==> src/rtl/vga_pkg.sv <==
// vga_pkg: shared definitions for the VGA timing generator.
//   - byte offsets of the device-bus registers (address bits [4:2] decoded)
//   - bit positions inside CTRL
//   - ctrl_t, the packed view of the CTRL register (bit 0 = en)
package vga_pkg;

  localparam logic [4:0] VGA_CTRL   = 5'h00;
  localparam logic [4:0] VGA_FG     = 5'h04;
  localparam logic [4:0] VGA_BG     = 5'h08;
  localparam logic [4:0] VGA_STATUS = 5'h0C;
  localparam logic [4:0] VGA_IRQCLR = 5'h10;

  localparam int CTRL_EN      = 0;
  localparam int CTRL_IRQ_EN  = 1;
  localparam int CTRL_SRC     = 2;
  localparam int CTRL_PATTERN = 3;

  typedef struct packed {
    logic pattern;
    logic src;
    logic irq_en;
    logic en;
  } ctrl_t;

endpackage

==> src/rtl/vga_hv_counter.sv <==
// vga_hv_counter: pixel-clock divider plus horizontal/vertical position counters.
// Ports:
//   clk, rst_n   system clock, asynchronous active-low reset
//   en           counting enable (CTRL.en as registered)
//   clr          synchronous clear request, wins over counting
//   tick         one-clock pulse per pixel (only while en)
//   x, y         current pixel position
//   frame_start  tick at position (0,0)
module vga_hv_counter #(
  parameter int unsigned CntW   = 11,
  parameter int unsigned PixDiv = 2,
  parameter int unsigned HT     = 800,
  parameter int unsigned VT     = 525
) (
  input  logic            clk,
  input  logic            rst_n,
  input  logic            en,
  input  logic            clr,
  output logic            tick,
  output logic [CntW-1:0] x,
  output logic [CntW-1:0] y,
  output logic            frame_start
);

  localparam int unsigned DivW = (PixDiv > 1) ? $clog2(PixDiv) : 1;
  localparam logic [DivW-1:0] DIV_LAST = DivW'(PixDiv - 1);
  localparam logic [CntW-1:0] X_LAST   = CntW'(HT - 1);
  localparam logic [CntW-1:0] Y_LAST   = CntW'(VT - 1);

  logic [DivW-1:0] div_q;

  // With PixDiv == 1 the divider sits at 0 == DIV_LAST, so tick fires every cycle.
  assign tick        = en && (div_q == DIV_LAST);
  assign frame_start = tick && (x == '0) && (y == '0);

  // Disabled (or being disabled this cycle) parks everything at 0 so that
  // re-enabling always restarts a frame from the top-left corner.
  always_ff @(posedge clk or negedge rst_n) begin
    if (!rst_n) begin
      div_q <= '0;
      x     <= '0;
      y     <= '0;
    end else if (!en || clr) begin
      div_q <= '0;
      x     <= '0;
      y     <= '0;
    end else if (tick) begin
      div_q <= '0;
      if (x == X_LAST) begin
        x <= '0;
        y <= (y == Y_LAST) ? '0 : y + 1'b1;
      end else begin
        x <= x + 1'b1;
      end
    end else begin
      div_q <= div_q + 1'b1;
    end
  end

endmodule

==> src/rtl/vga_timing_gen.sv <==
// vga_timing_gen: parametrised VGA sync/colour generator on the device bus.
// Ports:
//   clk_i, rst_ni                 system clock, asynchronous active-low reset
//   device_req_i/addr/we/be/wdata bus request (addr bits [4:2] select a register)
//   device_rvalid_o/rdata_o       response one clock after any request
//   pix_rgb_i                     streamed pixel used when CTRL.src=1
//   hsync_o, vsync_o, rgb_o       registered VGA outputs (1-clock latency, aligned)
//   hcount_o, vcount_o            current x/y (unregistered)
//   pix_tick_o                    one-clock pulse per pixel
//   frame_irq_o                   sticky frame-start interrupt, gated by CTRL.irq_en
// Build option: define VGA_TEST_PATTERN_EN to build the 8-bar test pattern
// selected by CTRL[3]; without it CTRL[3] is read-only zero.
module vga_timing_gen
  import vga_pkg::*;
#(
  parameter int unsigned CD        = 12,
  parameter int unsigned AddrWidth = 32,
  parameter int unsigned DataWidth = 32,
  parameter int unsigned CntW      = 11,
  parameter int unsigned PixDiv    = 2,
  parameter int unsigned HD        = 640,
  parameter int unsigned HF        = 16,
  parameter int unsigned HR        = 96,
  parameter int unsigned HB        = 48,
  parameter int unsigned VD        = 480,
  parameter int unsigned VF        = 10,
  parameter int unsigned VR        = 2,
  parameter int unsigned VB        = 33,
  parameter bit          HsPol     = 1'b0,
  parameter bit          VsPol     = 1'b0
) (
  input  logic                 clk_i,
  input  logic                 rst_ni,
  input  logic                 device_req_i,
  input  logic [AddrWidth-1:0] device_addr_i,
  input  logic                 device_we_i,
  input  logic [3:0]           device_be_i,
  input  logic [DataWidth-1:0] device_wdata_i,
  output logic                 device_rvalid_o,
  output logic [DataWidth-1:0] device_rdata_o,
  input  logic [CD-1:0]        pix_rgb_i,
  output logic                 hsync_o,
  output logic                 vsync_o,
  output logic [CD-1:0]        rgb_o,
  output logic [CntW-1:0]      hcount_o,
  output logic [CntW-1:0]      vcount_o,
  output logic                 pix_tick_o,
  output logic                 frame_irq_o
);

  localparam int unsigned HT = HD + HF + HR + HB;
  localparam int unsigned VT = VD + VF + VR + VB;

  localparam logic [CntW-1:0] HS_START = CntW'(HD + HF);
  localparam logic [CntW-1:0] HS_END   = CntW'(HD + HF + HR);
  localparam logic [CntW-1:0] VS_START = CntW'(VD + VF);
  localparam logic [CntW-1:0] VS_END   = CntW'(VD + VF + VR);
  localparam logic [CntW-1:0] H_DISP   = CntW'(HD);
  localparam logic [CntW-1:0] V_DISP   = CntW'(VD);

`ifdef VGA_TEST_PATTERN_EN
  localparam logic [3:0] CTRL_WMASK = 4'b1111;
`else
  localparam logic [3:0] CTRL_WMASK = 4'b0111;
`endif

  if (HT >= 2 ** CntW) begin : g_bad_ht
    $error("vga_timing_gen: HT does not fit in CntW bits");
  end
  if (VT >= 2 ** CntW) begin : g_bad_vt
    $error("vga_timing_gen: VT does not fit in CntW bits");
  end
  if (PixDiv == 0) begin : g_bad_div
    $error("vga_timing_gen: PixDiv must be at least 1");
  end
  if (CD > DataWidth) begin : g_bad_cd
    $error("vga_timing_gen: CD must not exceed DataWidth");
  end

  ctrl_t             ctrl_q, ctrl_d;
  logic [CD-1:0]     fg_q, bg_q;
  logic [15:0]       frames_q;
  logic              irq_pend_q;
  logic [4:0]        offset;
  logic              wr_en;
  logic              irq_clr;
  logic [DataWidth-1:0] be_mask;
  logic [3:0]        ctrl_m;
  logic [DataWidth-1:0] rdata_d;
  logic              tick, frame_start;
  logic [CntW-1:0]   x, y;
  logic              hs_active, vs_active, video_on, vblank;
  logic [CD-1:0]     pix_d;
  logic              unused_ok;

  assign offset  = {device_addr_i[4:2], 2'b00};
  assign wr_en   = device_req_i && device_we_i;
  assign be_mask = DataWidth'({{8{device_be_i[3]}}, {8{device_be_i[2]}},
                               {8{device_be_i[1]}}, {8{device_be_i[0]}}});
  assign ctrl_m  = be_mask[3:0] & CTRL_WMASK;
  assign irq_clr = wr_en && (offset == VGA_IRQCLR) && device_be_i[0] && device_wdata_i[0];

  always_comb begin
    ctrl_d = ctrl_q;
    if (wr_en && offset == VGA_CTRL) begin
      ctrl_d = ctrl_t'((ctrl_q & ~ctrl_m) | (device_wdata_i[3:0] & ctrl_m));
    end
  end

  // The clear uses the value being written so the counters drop to 0 on the
  // same edge that clears CTRL.en, not one clock later.
  vga_hv_counter #(
    .CntW  (CntW),
    .PixDiv(PixDiv),
    .HT    (HT),
    .VT    (VT)
  ) u_hv_counter (
    .clk        (clk_i),
    .rst_n      (rst_ni),
    .en         (ctrl_q.en),
    .clr        (!ctrl_d.en),
    .tick       (tick),
    .x          (x),
    .y          (y),
    .frame_start(frame_start)
  );

  assign hcount_o    = x;
  assign vcount_o    = y;
  assign pix_tick_o  = tick;
  assign frame_irq_o = irq_pend_q && ctrl_q.irq_en;

  assign hs_active = (x >= HS_START) && (x < HS_END);
  assign vs_active = (y >= VS_START) && (y < VS_END);
  assign video_on  = (x < H_DISP) && (y < V_DISP);
  assign vblank    = (y >= V_DISP);

`ifdef VGA_TEST_PATTERN_EN
  localparam int unsigned XW = CntW + 3;
  logic [2:0]    bar_idx;
  logic [CD-1:0] bar_rgb;

  // Bar index = x*8/HD, done as compares against constant boundaries k*HD.
  always_comb begin
    bar_idx = '0;
    for (int k = 1; k < 8; k++) begin
      if ({x, 3'b000} >= XW'(k * HD)) bar_idx = 3'(k);
    end
  end

  assign bar_rgb = CD'({{(CD/3){bar_idx[2]}}, {(CD/3){bar_idx[1]}}, {(CD/3){bar_idx[0]}}});
`endif

  always_comb begin
    pix_d = bg_q;
    if (video_on) pix_d = ctrl_q.src ? pix_rgb_i : fg_q;
`ifdef VGA_TEST_PATTERN_EN
    if (video_on && ctrl_q.pattern) pix_d = bar_rgb;
`endif
  end

  always_ff @(posedge clk_i or negedge rst_ni) begin
    if (!rst_ni) begin
      hsync_o <= ~HsPol;
      vsync_o <= ~VsPol;
      rgb_o   <= '0;
    end else begin
      hsync_o <= hs_active ? HsPol : ~HsPol;
      vsync_o <= vs_active ? VsPol : ~VsPol;
      rgb_o   <= pix_d;
    end
  end

  // Set beats clear when a frame starts in the same cycle as an IRQCLR write.
  always_ff @(posedge clk_i or negedge rst_ni) begin
    if (!rst_ni) begin
      ctrl_q     <= '0;
      fg_q       <= '0;
      bg_q       <= '0;
      frames_q   <= '0;
      irq_pend_q <= 1'b0;
    end else begin
      ctrl_q <= ctrl_d;
      if (wr_en && offset == VGA_FG)
        fg_q <= (fg_q & ~be_mask[CD-1:0]) | (device_wdata_i[CD-1:0] & be_mask[CD-1:0]);
      if (wr_en && offset == VGA_BG)
        bg_q <= (bg_q & ~be_mask[CD-1:0]) | (device_wdata_i[CD-1:0] & be_mask[CD-1:0]);
      if (frame_start) begin
        frames_q   <= frames_q + 16'd1;
        irq_pend_q <= 1'b1;
      end else if (irq_clr) begin
        irq_pend_q <= 1'b0;
      end
    end
  end

  always_comb begin
    rdata_d = '0;
    case (offset)
      VGA_CTRL:   rdata_d = DataWidth'(ctrl_q);
      VGA_FG:     rdata_d = DataWidth'(fg_q);
      VGA_BG:     rdata_d = DataWidth'(bg_q);
      VGA_STATUS: rdata_d = DataWidth'({vblank, irq_pend_q, frames_q});
      default:    rdata_d = '0;
    endcase
  end

  // Read data is held between requests; write responses carry zero.
  always_ff @(posedge clk_i or negedge rst_ni) begin
    if (!rst_ni) begin
      device_rvalid_o <= 1'b0;
      device_rdata_o  <= '0;
    end else begin
      device_rvalid_o <= device_req_i;
      if (device_req_i) device_rdata_o <= device_we_i ? '0 : rdata_d;
    end
  end

  assign unused_ok = ^{device_addr_i, device_wdata_i, be_mask, ctrl_q};

endmodule

==> config.mk <==
export PLATFORM = sky130hd
export DESIGN_NAME = vga_timing_gen
export DESIGN_NICKNAME = d
export VERILOG_FILES = /design/src/rtl/vga_pkg.sv /design/src/rtl/vga_hv_counter.sv /design/src/rtl/vga_timing_gen.sv
export SDC_FILE = /design/constraint.sdc
export NUM_CORES = 1
export LEC_CHECK = 0
export ABC_AREA = 1
export CAP_MARGIN = 20
export CORE_UTILIZATION = 40
export CTS_CLUSTER_SIZE = 25
export DETAILED_ROUTE_END_ITERATION = 12
export MAX_ROUTING_LAYER = met4
export PLACE_DENSITY = 0.72
export REMOVE_ABC_BUFFERS = 1
export SETUP_SLACK_MARGIN = 0.2
export SLEW_MARGIN = 0
export SYNTH_ARGS = -nofsm -noshare
export SYNTH_HDL_FRONTEND = slang
export SYNTH_SLANG_ARGS = --single-unit
export TNS_END_PERCENT = 20
==> constraint.sdc <==
create_clock -name clk_i -period 1.7 [get_ports clk_i]
set_clock_uncertainty 0.1 [all_clocks]
set_input_delay 0.34 -clock clk_i [delete_from_list [all_inputs] [get_ports clk_i]]
set_output_delay 0.34 -clock clk_i [all_outputs]
set_load 0.02 [all_outputs]
# After elaboration in Yosys (flattened, before gate mapping)

Cells that the tools add are included.

Add/subtract/negate cells: 4
$lt $le $gt $ge: 7
Eq/ne operators: 6
Mux-type cells: 18
Bitwise logic cells: 10
Reduce and logical (&&, ||, !) cells: 24

Operator list:

| cell                                                  | count |
|---|---|
| 2-to-1 mux 11 bit                                     | 7 |
| case mux 18 bit (4 select lines)                      | 1 |
| bitwise AND 12 bit                                    | 3 |
| 2-to-1 mux 32 bit                                     | 1 |
| 2-to-1 mux 12 bit                                     | 2 |
| OR 12 bit                                             | 2 |
| adder 11 x 1 -> 11 bit, second input constant         | 2 |
| == test 11 x 10 -> 1 bit, second input constant       | 2 |
| >= comparator 11 x 9 -> 1 bit, second input constant  | 2 |
| logical NOT 11 bit                                    | 2 |
| < comparator 11 x 10 -> 1 bit, second input constant  | 2 |
| < comparator 11 x 9 -> 1 bit, second input constant   | 2 |
| adder 16 x 1 -> 16 bit, second input constant         | 1 |
| logical AND 1 bit                                     | 14 |
| inverter 12 bit                                       | 1 |
| >= comparator 11 x 10 -> 1 bit, second input constant | 1 |
| 2-to-1 mux 1 bit                                      | 7 |
| == test 3 x 2 -> 1 bit, second input constant         | 2 |
| nonzero test 2 bit                                    | 3 |
| logical NOT 5 bit                                     | 1 |
| bitwise AND 4 x 3 -> 4 bit                            | 1 |
| bitwise AND 4 bit                                     | 1 |
| inverter 3 -> 4 bit                                   | 1 |
| OR 4 bit                                              | 1 |
| other kinds (6)                                       | 7 |

Bits in registers: 115
Output and inout port bits: 71
Word-level logic and storage cells: 85

# Longest topological paths before layout

Word-level depth: 8
Gate-level depth with buffers: 10
Depth with buffers taken out: 9

# Cells and area by module

A second synthesis with hierarchy kept.

Cells, all modules: 659
Area, all modules: 5227.5 µm²

By module, submodules not included:

| module         | times used | cells an instance | area an instance (µm²) |
|---|---|---|---|
| vga_timing_gen | 1          | 456               | 3792.4 |
| vga_hv_counter | 1          | 203               | 1435.1 |

# Worst setup path before layout

Ideal clock, no wire load.

Kind: register to register
Start: reg u_hv_counter.x[0]
End: reg u_hv_counter.y[8]
Library setup time: 118 ps
Arrival time: 1602 ps
Required time: 1482 ps
Path slack: -120 ps
Stages on the path, launching flop included: 10
Clock period less this slack: 1820 ps
Cells stage by stage: dfrtp_1 -> ha_1 -> nand2_1 -> nor2_2 -> nand4_2 -> nand2_1 -> nand2_1 -> buf_4 -> nand2_1 -> nand2_1

Word-level cells in the longest chain between the ends: 3

RTL lines:

| what                                 | line                 | source |
|---|---|---|
| from (decl)                          | vga_hv_counter.sv:20 | `output logic [CntW-1:0] x,` |
| from (signal assigned)               | vga_hv_counter.sv:53 | `x <= x + 1'b1;` |
| == test 11 x 10 -> 1 bit             | vga_hv_counter.sv:49 | `if (x == X_LAST) begin` |
| nonzero test 2 bit (no source line)  | --                   |  |
| AND reduction 2 bit (no source line) | --                   |  |
| to (signal assigned)                 | vga_hv_counter.sv:51 | `y <= (y == Y_LAST) ? '0 : y + 1'b1;` |
| to (decl)                            | vga_hv_counter.sv:21 | `output logic [CntW-1:0] y,` |

No other way between the ends.
A chain may end at the register's enable or synchronous reset.

# Worst setup path in the final report

Start: reg u_hv_counter.x[0]
End: reg frames_q[13]

Word-level cells in the longest chain between the ends: 3

RTL lines:

| what                            | line                  | source |
|---|---|---|
| logical NOT 11 bit              | vga_hv_counter.sv:34  | `assign frame_start = tick && (x == '0) && (y == '0);` |
| logical AND 1 bit (2 in series) | vga_hv_counter.sv:34  |  |
| to (signal assigned)            | vga_timing_gen.sv:189 | `frames_q <= frames_q + 16'd1;` |
| to (decl)                       | vga_timing_gen.sv:82  | `logic [15:0] frames_q;` |

No other way between the ends.

==> impl_metrics.json <==
{
  "hpwl_microns": 10700,
  "yosys-top-cells-count": "238 x nand2_1, 98 x dfrtp_1, 71 x inv_1",
  "synth_area_leaders": "dfrtp_1 45%, nand2_1 16%, inv_1 4.9%",
  "syn_area_per_cell_sq_um": 7.49,
  "outcome": "finished, violations left",
  "htree_num_levels": 3,
  "finalMaxSlewViolations": 0,
  "max_freq_mhz": 564,
  "ys_dominant_reg_cell": "dfrtp_1",
  "synth_top_area_frac": 0.450,
  "cts_root_buf": "clkbuf_16",
  "maxCapViolCount": 0,
  "grt_remaining_overflow": 0,
  "p_sw_mw": 2.99,
  "finalWorstSetupSlack_ns": -0.0739,
  "hold_path.class": "in2async",
  "placed_area_sq_um": 7060,
  "vias_per_cell": 5.05,
  "cts_sinks": 100,
  "synth_edf_count": 0,
  "vias": 5466,
  "drt-pass1-iter-count": 5,
  "met3WireLength_microns": 753,
  "rsz0062_at_grt": "yes",
  "synth.most_common_cell": "nand2_1",
  "cp_data_required_time_ns": 1.89,
  "leakagePower_nw": 3.93,
  "cts_buffer_depth": 2,
  "fin_crit_sh": 1.04,
  "grt_max_degree": 100,
  "yosysSeqAreaShare": 0.460,
  "top_layer": "met4",
  "vdd_ir_drop_max_v": 0.000764,
  "layout-drive-gt1-share": 0.243,
  "crit_type": "reg2reg",
  "final_nets": 992,
  "port_buffers": 89,
  "die_w_microns": 119,
  "period_needed_ns": 1.77,
  "insertedDiodeCount": 0,
  "coreArea_sq_um": 13200,
  "clkSlewWorstSetupHoldPaths_ns": 0.07,
  "p_seq_frac": 0.361,
  "cellPowerDensity_nw_per_um2": 1080,
  "syn_inst": 727,
  "worstMarginPinSlew_ns": 0.547,
  "drt_wl_total_microns": 15800,
  "die_area_sq_um": 14100,
  "ys_ff_latch": 100,
  "wl_met2_microns": 7840,
  "design_area_sq_um": 7780,
  "regArea_sq_um": 2510,
  "yosysTopAreaCell": "dfrtp_1",
  "grt_pass1_wl_microns": 24700,
  "drt-met1-wl_microns": 6920,
  "slew_headroom": 0.635,
  "area_growth_pct": 42.9,
  "rows": 42,
  "synth.cell_area_sq_um": 5450,
  "grt_pass1_vias": 5033,
  "start_kind": "register",
  "wire_per_inst_microns": 14.6,
  "num_io_pins": 155,
  "cp-end-kind": "register",
  "comb_power_share": 0.376,
  "start_util": 0.411,
  "setup_tns_ns": -0.791,
  "critPathArrivalTime_ns": 1.97,
  "violations": "negative setup slack",
  "synth_cell_types": 36,
  "cp_max_fo": 6,
  "drc": 0,
  "globalplace.congestion": 0.931,
  "grtUsageTotal": 0.228,
  "yosys_warnings": 0,
  "cts_tree": "built",
  "async_flop_share": 1.00,
  "intPower_mw": 5.44,
  "die_h_microns": 119,
  "nFillCells": 1185,
  "clk_latency_ns": 0.35,
  "antenna_found_initial": 0,
  "initialDrtViolationCount": 344,
  "p_sw_frac": 0.354,
  "clock_power_share": 0.263,
  "p_total_mw": 8.43,
  "ant_nets": 0,
  "setup-violations-final": 17,
  "finalHoldViolCount": 0,
  "multi_input_area_sq_um": 2760,
  "cts_buffers": 9
}
[through the flow]
step,hold slack [ns],util,setup WS [ns],cells
floorplan,-0.0556,-,-0.130,705
global placement,0.0320,0.533,-0.357,1049
detailed placement,0.0334,0.533,-0.376,1049
CTS,0.200,0.563,-0.0195,1075
global route,0.206,0.588,-0.155,1082
finish,0.208,0.588,-0.0739,1082
[per-layer routing]
metal,vias up,global-route usage
met1,2575,0.294
met5,-,-
met3,27,0.0299
li1,2686,-
met2,178,0.365
met4,0,0.0894
[final timing paths]
check	from	endpoint	slack (ns)	depth (start not counted)
worst max-delay path	u_hv_counter.x[0]	frames_q[13]	-0.07	10
worst min-delay path	rst_ni	device_rdata_o[10]	0.21	2
worst max register to register	u_hv_counter.x[0]	frames_q[13]	-0.07	10
worst min register to register	device_rdata_o[0]	device_rdata_o[0]	0.38	2
max in group asynchronous	rst_ni	u_hv_counter.y[2]	0.56	3
min in group clk_i	device_req_i	device_rvalid_o	0.28	2
[logic make-up (layout without fill, tap and decap cells)]
| group | count (synthesis) | count (layout) | share of synthesized area |
|---|---|---|---|
| AND/OR/NAND/NOR | 397 | 398 | 0.309 |
| buffers and inverters | 111 | 275 | 0.0939 |
| flip-flops | 100 | 100 | 0.460 |
| AO/OA/AOI/OAI | 97 | 98 | 0.0978 |
| XOR/XNOR | 12 | 12 | 0.0193 |
| adder cells (fa/ha/maj) | 6 | 6 | 0.0138 |
| multiplexers | 3 | 3 | 0.00551 |
| other | 1 | 14 | 0.000688 |
[what timing repair did]
item | in CTS | in global routing
cloned | 1 | 4
hold endpoints to repair | 61 | 0
setup endpoints to repair | 134 | 78
hold buffers | 1 | 0
pin swaps | 7 | 18
setup buffers | 9 | 3
resized for setup | 197 | 96
[layout by cell type, fill, tap and decap left out, types with 7 or more instances in the layout]
cell / count
buf_2: 10
nand3_2: 7
o21ai_1: 32
nor2_2: 7
clkbuf_16: 11
nor3_1: 10
a21oi_1: 19
nand2_1: 220
xor2_1: 11
nor2_1: 58
conb_1: 14
buf_4: 77
inv_2: 10
clkdlybuf4s15_1: 14
dlygate4sd2_1: 16
clkdlybuf4s50_1: 25
dfrtp_1: 93
o21ai_0: 26
nand2_2: 13
nor2_4: 10
buf_6: 22
nand3_1: 36
buf_12: 8
inv_1: 64
o221ai_1: 7
nand4_1: 23
[worst max-delay path, cell delays in order (launching register included)]
cell and delay [ns]:
dfrtp_1 0.40, buf_6 0.13, inv_4 0.05, ha_4 0.13, nand3_2 0.08, nor2_2 0.12, nand3_2 0.11, nor2_4 0.26
clkbuf_16 0.21, nand2_1 0.06, nand2_1 0.05
[area by class of cell]
type | instances | area share
multi-input combinational | 531 | 0.354
sequential | 100 | 0.323
tap | 176 | 0.0283
inverter | 76 | 0.0373
clock inverter | 5 | 0.0109
clock buffer | 10 | 0.0294
timing repair buffer | 184 | 0.217
[power by group through the flow]
stage	Combinational, mW	Clock [mW]	Sequential, mW
3_5_place_dp	2.72	0	3.08
4_1_cts	2.79	2.25	3.03
6_report	3.17	2.22	3.04
3_3_place_gp	2.69	0	3.07
5_1_grt	3.42	2.33	3.09
2_1_floorplan	1.08	0	3.31
(Power assumes the default switching activity.)
